### src/rtl/clock_divider_multi_if.sv
// Bus bundle for clock_divider_multi: enables, half-period write port and per-channel outputs.
// CLKDIV_SYNC_CLEAR_EN adds the sync_clr input to the bundle.
interface clock_divider_multi_if #(
  parameter int NUM_CH    = 4,
  parameter int CH_SEL_W  = 2,
  parameter int BIT_WIDTH = 32
);
  logic [NUM_CH-1:0]    ch_en;
  logic                 wr_en;
  logic [CH_SEL_W-1:0]  wr_ch;
  logic [BIT_WIDTH-1:0] wr_data;
`ifdef CLKDIV_SYNC_CLEAR_EN
  logic                 sync_clr;
`endif
  logic [NUM_CH-1:0]    c0;
  logic [NUM_CH-1:0]    tick;
  logic [NUM_CH-1:0]    locked;

`ifdef CLKDIV_SYNC_CLEAR_EN
  modport master (output ch_en, wr_en, wr_ch, wr_data, sync_clr, input c0, tick, locked);
  modport slave  (input ch_en, wr_en, wr_ch, wr_data, sync_clr, output c0, tick, locked);
`else
  modport master (output ch_en, wr_en, wr_ch, wr_data, input c0, tick, locked);
  modport slave  (input ch_en, wr_en, wr_ch, wr_data, output c0, tick, locked);
`endif
endinterface

### src/rtl/clock_divider_multi.sv
// Multi-channel programmable clock divider: NUM_CH independent dividers with runtime half-period.
// Optional CLKDIV_SYNC_CLEAR_EN adds sync_clr to phase-align all enabled channels.
module clkdiv_ch #(
  parameter int                   BIT_WIDTH    = 32,
  parameter logic [BIT_WIDTH-1:0] DEFAULT_HALF = '0
) (
  input  logic                 inclk0,
  input  logic                 rst_n,
  input  logic                 en_i,
  input  logic                 wr_i,
  input  logic [BIT_WIDTH-1:0] wr_data_i,
  input  logic                 sync_clr_i,
  output logic                 c0_o,
  output logic                 tick_o,
  output logic                 locked_o
);
  logic [BIT_WIDTH-1:0] cnt_q, cnt_d, act_q, act_d, pend_q, pend_d;
  logic                 c0_q, c0_d, tick_q, tick_d, lock_q, lock_d;

  always_comb begin
    pend_d = wr_i ? wr_data_i : pend_q;
    cnt_d  = cnt_q;
    act_d  = act_q;
    c0_d   = c0_q;
    tick_d = 1'b0;
    lock_d = lock_q & ~wr_i;   // any new period is unconfirmed until the next rise
    if (!en_i) begin
      cnt_d  = pend_d;
      act_d  = pend_d;
      c0_d   = 1'b0;
      lock_d = 1'b0;
    end else if (sync_clr_i) begin
      cnt_d = act_q;
      c0_d  = 1'b0;
    end else if (cnt_q == '0) begin
      // pend_d carries a same-cycle write straight into the next half
      c0_d   = ~c0_q;
      tick_d = ~c0_q;
      cnt_d  = pend_d;
      act_d  = pend_d;
      if (!c0_q && !wr_i) lock_d = 1'b1;
    end else begin
      cnt_d = cnt_q - BIT_WIDTH'(1);
    end
  end

  always_ff @(posedge inclk0 or negedge rst_n) begin
    if (!rst_n) begin
      cnt_q  <= DEFAULT_HALF;
      act_q  <= DEFAULT_HALF;
      pend_q <= DEFAULT_HALF;
      c0_q   <= 1'b0;
      tick_q <= 1'b0;
      lock_q <= 1'b0;
    end else begin
      cnt_q  <= cnt_d;
      act_q  <= act_d;
      pend_q <= pend_d;
      c0_q   <= c0_d;
      tick_q <= tick_d;
      lock_q <= lock_d;
    end
  end

  assign c0_o     = c0_q;
  assign tick_o   = tick_q;
  assign locked_o = lock_q;
endmodule

module clock_divider_multi #(
  parameter int BIT_WIDTH    = 32,
  parameter int NUM_CH       = 4,
  parameter int CH_SEL_W     = 2,
  parameter int DEFAULT_HALF = 2500000
) (
  input  logic                inclk0,
  input  logic                rst_n,
  clock_divider_multi_if.slave bus
);
  logic [NUM_CH-1:0] c0_w, tick_w, lock_w;
  logic              sclr;

`ifdef CLKDIV_SYNC_CLEAR_EN
  assign sclr = bus.sync_clr;
`else
  assign sclr = 1'b0;
`endif

  // Channel indices >= NUM_CH match no decoder, so such writes are dropped
  for (genvar i = 0; i < NUM_CH; i++) begin : g_ch
    clkdiv_ch #(
      .BIT_WIDTH    (BIT_WIDTH),
      .DEFAULT_HALF (BIT_WIDTH'(DEFAULT_HALF))
    ) u_ch (
      .inclk0     (inclk0),
      .rst_n      (rst_n),
      .en_i       (bus.ch_en[i]),
      .wr_i       (bus.wr_en && (bus.wr_ch == CH_SEL_W'(i))),
      .wr_data_i  (bus.wr_data),
      .sync_clr_i (sclr),
      .c0_o       (c0_w[i]),
      .tick_o     (tick_w[i]),
      .locked_o   (lock_w[i])
    );
  end

  assign bus.c0     = c0_w;
  assign bus.tick   = tick_w;
  assign bus.locked = lock_w;
endmodule

### src/flat_wrapper.sv
// flat-port wrapper written by rule: the top's interface ports become plain ports
module clock_divider_multi_flat 
#(
  parameter int BIT_WIDTH    = 32,
  parameter int NUM_CH       = 4,
  parameter int CH_SEL_W     = 2,
  parameter int DEFAULT_HALF = 2500000
)
  (inclk0, rst_n, bus_ch_en, bus_wr_en, bus_wr_ch, bus_wr_data, bus_c0, bus_tick, bus_locked);
  clock_divider_multi_if #(.NUM_CH(NUM_CH), .CH_SEL_W(CH_SEL_W), .BIT_WIDTH(BIT_WIDTH)) bus_i ();
  input  logic inclk0;
  input  logic rst_n;
  input wire logic [$bits(bus_i.ch_en)-1:0] bus_ch_en;
  input wire logic [$bits(bus_i.wr_en)-1:0] bus_wr_en;
  input wire logic [$bits(bus_i.wr_ch)-1:0] bus_wr_ch;
  input wire logic [$bits(bus_i.wr_data)-1:0] bus_wr_data;
  output wire logic [$bits(bus_i.c0)-1:0] bus_c0;
  output wire logic [$bits(bus_i.tick)-1:0] bus_tick;
  output wire logic [$bits(bus_i.locked)-1:0] bus_locked;
  assign bus_i.ch_en = bus_ch_en;
  assign bus_i.wr_en = bus_wr_en;
  assign bus_i.wr_ch = bus_wr_ch;
  assign bus_i.wr_data = bus_wr_data;
  assign bus_c0 = bus_i.c0;
  assign bus_tick = bus_i.tick;
  assign bus_locked = bus_i.locked;
  clock_divider_multi #(.BIT_WIDTH(BIT_WIDTH), .NUM_CH(NUM_CH), .CH_SEL_W(CH_SEL_W), .DEFAULT_HALF(DEFAULT_HALF)) u_core (.inclk0(inclk0), .rst_n(rst_n), .bus(bus_i));
endmodule
### config.mk
export PLATFORM = sky130hd
export DESIGN_NAME = clock_divider_multi_flat
export DESIGN_NICKNAME = d
export VERILOG_FILES = /design/src/rtl/clock_divider_multi_if.sv /design/src/rtl/clock_divider_multi.sv /design/src/flat_wrapper.sv
export SDC_FILE = /design/constraint.sdc
export NUM_CORES = 1
export LEC_CHECK = 0
export CORE_MARGIN = 1
export CORE_UTILIZATION = 35
export DETAILED_ROUTE_END_ITERATION = 12
export PLACE_DENSITY = 0.61
export SLEW_MARGIN = 0
export SYNTH_ARGS = -nofsm -noshare
export SYNTH_HDL_FRONTEND = slang
export SYNTH_HIERARCHICAL = 1
export SYNTH_SLANG_ARGS = --single-unit
### constraint.sdc
create_clock -name inclk0 -period 2.1 [get_ports inclk0]
set_input_delay 0.21 -clock inclk0 [delete_from_list [all_inputs] [get_ports inclk0]]
set_output_delay 0.21 -clock inclk0 [all_outputs]
set_load 0.01 [all_outputs]
==> run metrics <==
status=finished, violations left; failing checks=max-slew violations, negative setup slack; total core area=0.0526 mm2; Post-Synth Adder-Cell Area=0.539%; DRC viols=0; Setup crit end=u_core/g_ch[2].u_ch/cnt_q[0]$_DFF_PN0_; asr flop ratio synth=100%; CP Cell Sequence=inv_2 > ha_4 > or4b_4 > or3_4 > o31ai_4 > nand2_4 > buf_12 > buf_16 > nor2_4 > a21oi_2; I/O pin cnt=53; DPL Wire Length=35.5 mm; Fin. Hold Viols=0; Util after Layout=50.0%; Cells after Synth=1,746; synthesized area=0.0186 mm2; Slew @ Worst Pin=1700 ps; Lkg Pwr=10.2 nW; Avg Inst Size Synth=10.6 um2; crit-path max cell delay=450 ps; synth warn=6; Num CTS Buffers=40; RSZ-0062 raised after global routing=yes; # clock sinks=396; Cell Area, Placed=0.0222 mm2; CP Depth=10; # Max-Cap Violations=0; combinational family with the most area after synthesis=simple AND/OR/NAND/NOR gates; via count=14,775; largest net degree at the start of global routing=70; synth unique cells=68; main area contributors after synthesis=dfrtp_1 (40%), dfstp_2 (14%), nor2_1 (7.9%), mux2_2 (7.4%), nor3_1 (3.4%); CTS tree=done; Rows=84; Final Max Tran Viols=143; area share of the largest cell type after synthesis=40.4%; worst slack, placed=-350 ps; Die W=232 um; share of post-route cells with drive strength above 1=45.7%; post-route design area=0.0263 mm2; number of global-route vias before repair=14,940; RD Place Congestion=0.883; commonest cells after routing, fill and taps aside=dfrtp_1 (300), nor2_1 (257), buf_4 (225); WS Path Type=reg -> reg; die area=0.0540 mm2; H-tree Lvls=2; Vias per Instance=5.25; Setup crit start kind=flip-flop; crit path DAT=2890 ps; IO buf count=52; post-synthesis xor/xnor area fraction=4.53%; Crit. End Element=flip-flop; initial antenna violation count=3; Root Buffer=clkbuf_16; GRT Total Usage=19.8%; total grt overflow=0; RR Endpoint=u_core/g_ch[2].u_ch/cnt_q[0]$_DFF_PN0_; final worst clock skew=18.2 ps; WL/cell=19.5 um; Worst Reg-to-Reg Cells=10; post-layout min period=2460 ps; post-route setup slack=-361 ps; PwrDens=866 mW/mm2; nets=2,144; hold crit path type=in -> async; r2r setup slk=-360 ps; Worst setup startpoint=u_core/g_ch[2].u_ch/cnt_q[0]$_DFF_PN0_; Routed WL=54.9 mm; post-synthesis mux area share=8.00%; Simple-Gate Fraction of Synth Area=19.5%; max frequency=0.406 GHz; peak supply drop=0.000422 V; total power=22.7 mW; Starting DRT DRC Count=924; cell family with most CP delay=simple AND/OR/NAND/NOR gates; number of detailed-route iterations in the first pass=5; die height=232 um; final setup vio count=264; DRT antenna net count=0; number of buffers and inverters on the critical path=3; #FFs+latches synth=396; slowest stage cell on the critical path=or4b_4; worst rel slew slack=-13.4%; commonest non-fill, non-tap cell in the layout=dfrtp_1; deepest clock path buffer count=3; first-pass GRT wire length=84.1 mm; Post-synth EDFFs=0; Layout area overhead=41.4%; register area share after synthesis=54.0%; Synth area leader=dfrtp_1; Critical Path Fanout Max=6; Critical Path RT=2530 ps; worst-skew pair later-pin latency=540 ps; Starting Density=35.4%; Main synth FF type=dfrtp_1; Tcrit/Tclk final=117%; area fraction in compound gates after synthesis=10.5%; Worst-path clk slew=60 ps; reg2reg start=u_core/g_ch[2].u_ch/cnt_q[0]$_DFF_PN0_; WHS=188 ps
[Yosys cell counts (9+ instances only)]
cell type,count
o22ai_1,16
nor2_1,393
dfrtp_1,300
nor4_1,40
clkbuf_1,55
o21ba_1,31
o31ai_1,11
a21oi_1,50
a211oi_1,43
o21a_1,9
xor2_1,38
or3_1,25
buf_6,13
dfstp_2,96
nor3_1,125
buf_2,18
mux2_2,122
nand2_1,46
or4_1,14
xnor2_1,58
nand3_1,17
o21ai_0,14
mux2i_1,9
nand4_1,10
inv_1,21
nand2b_1,13
a31oi_1,36
[worst min-delay path by stage]
stage | endpoint | cells past startpoint | slack [ps] | from
2_1_floorplan | u_core/g_ch[0].u_ch/act_q[0]$_DFFE_PN0P_ | 0 | -90 | rst_n
3_3_place_gp | u_core/g_ch[3].u_ch/act_q[26]$_DFFE_PN0P_ | 1 | 170 | rst_n
3_5_place_dp | u_core/g_ch[3].u_ch/act_q[26]$_DFFE_PN0P_ | 1 | 170 | rst_n
4_1_cts | u_core/g_ch[2].u_ch/act_q[4]$_DFFE_PN0P_ | 2 | 180 | rst_n
5_1_grt | u_core/g_ch[3].u_ch/act_q[26]$_DFFE_PN0P_ | 2 | 220 | rst_n
6_report | u_core/g_ch[2].u_ch/act_q[19]$_DFFE_PN0P_ | 2 | 190 | rst_n
[where the power goes]
part	internal (mW)	switching (mW)
registers	9.21	0.809
logic	2.66	2.75
clock network	4.26	3.06
total	16.1	6.62
[registers in the layout (all words and copies together) (netlist names)]
signal	flops
u_core/g_ch.u_ch/cnt_q	128
u_core/g_ch.u_ch/c0_o	4
u_core/g_ch.u_ch/tick_o	4
u_core/g_ch.u_ch/locked_o	4
u_core/g_ch.u_ch/pend_q	128
u_core/g_ch.u_ch/act_q	128
[per-stage QoR]
step,cells,setup TNS (ps)
floorplan,1772,-22950
global placement,2682,-41250
detailed placement,2682,-54770
CTS,2785,-40860
global route,2815,-79220
finish,2816,-59680
[routing by layer]
layer  wire [um]  track usage, %  part of all wire (%)
met1       24100            26.4                    44
met2       26700            32.9                    49
met3        2090            2.71                   3.8
met4        2030            6.93                   3.7
met5           0               0                     0
[cell families after synthesis]
kind of cell,after synthesis
simple gates,746
buf+inv,111
fa+ha+maj,8
compound gates,255
other cells,1
xor+xnor,96
flops,396
mux,133
[what timing repair did]
action	CTS	global route
endpoints found under the hold margin	112	0
setup buffers	21	29
gates cloned	9	10
setup endpoints to repair	266	265
pin swaps	34	118
gates resized for setup	183	287
hold buffers	1	0
[layout make-up]
class | instances | area [um2]
clock buffer | 63 | 1220
timing repair buffer | 371 | 3750
sequential | 396 | 10000
tap | 688 | 861
multi-input combinational | 1265 | 10200
inverter | 21 | 78.8
fill | 4531 | 26300
antenna | 1 | 2.50
clock inverter | 11 | 126
(Power assumes the default switching activity.)
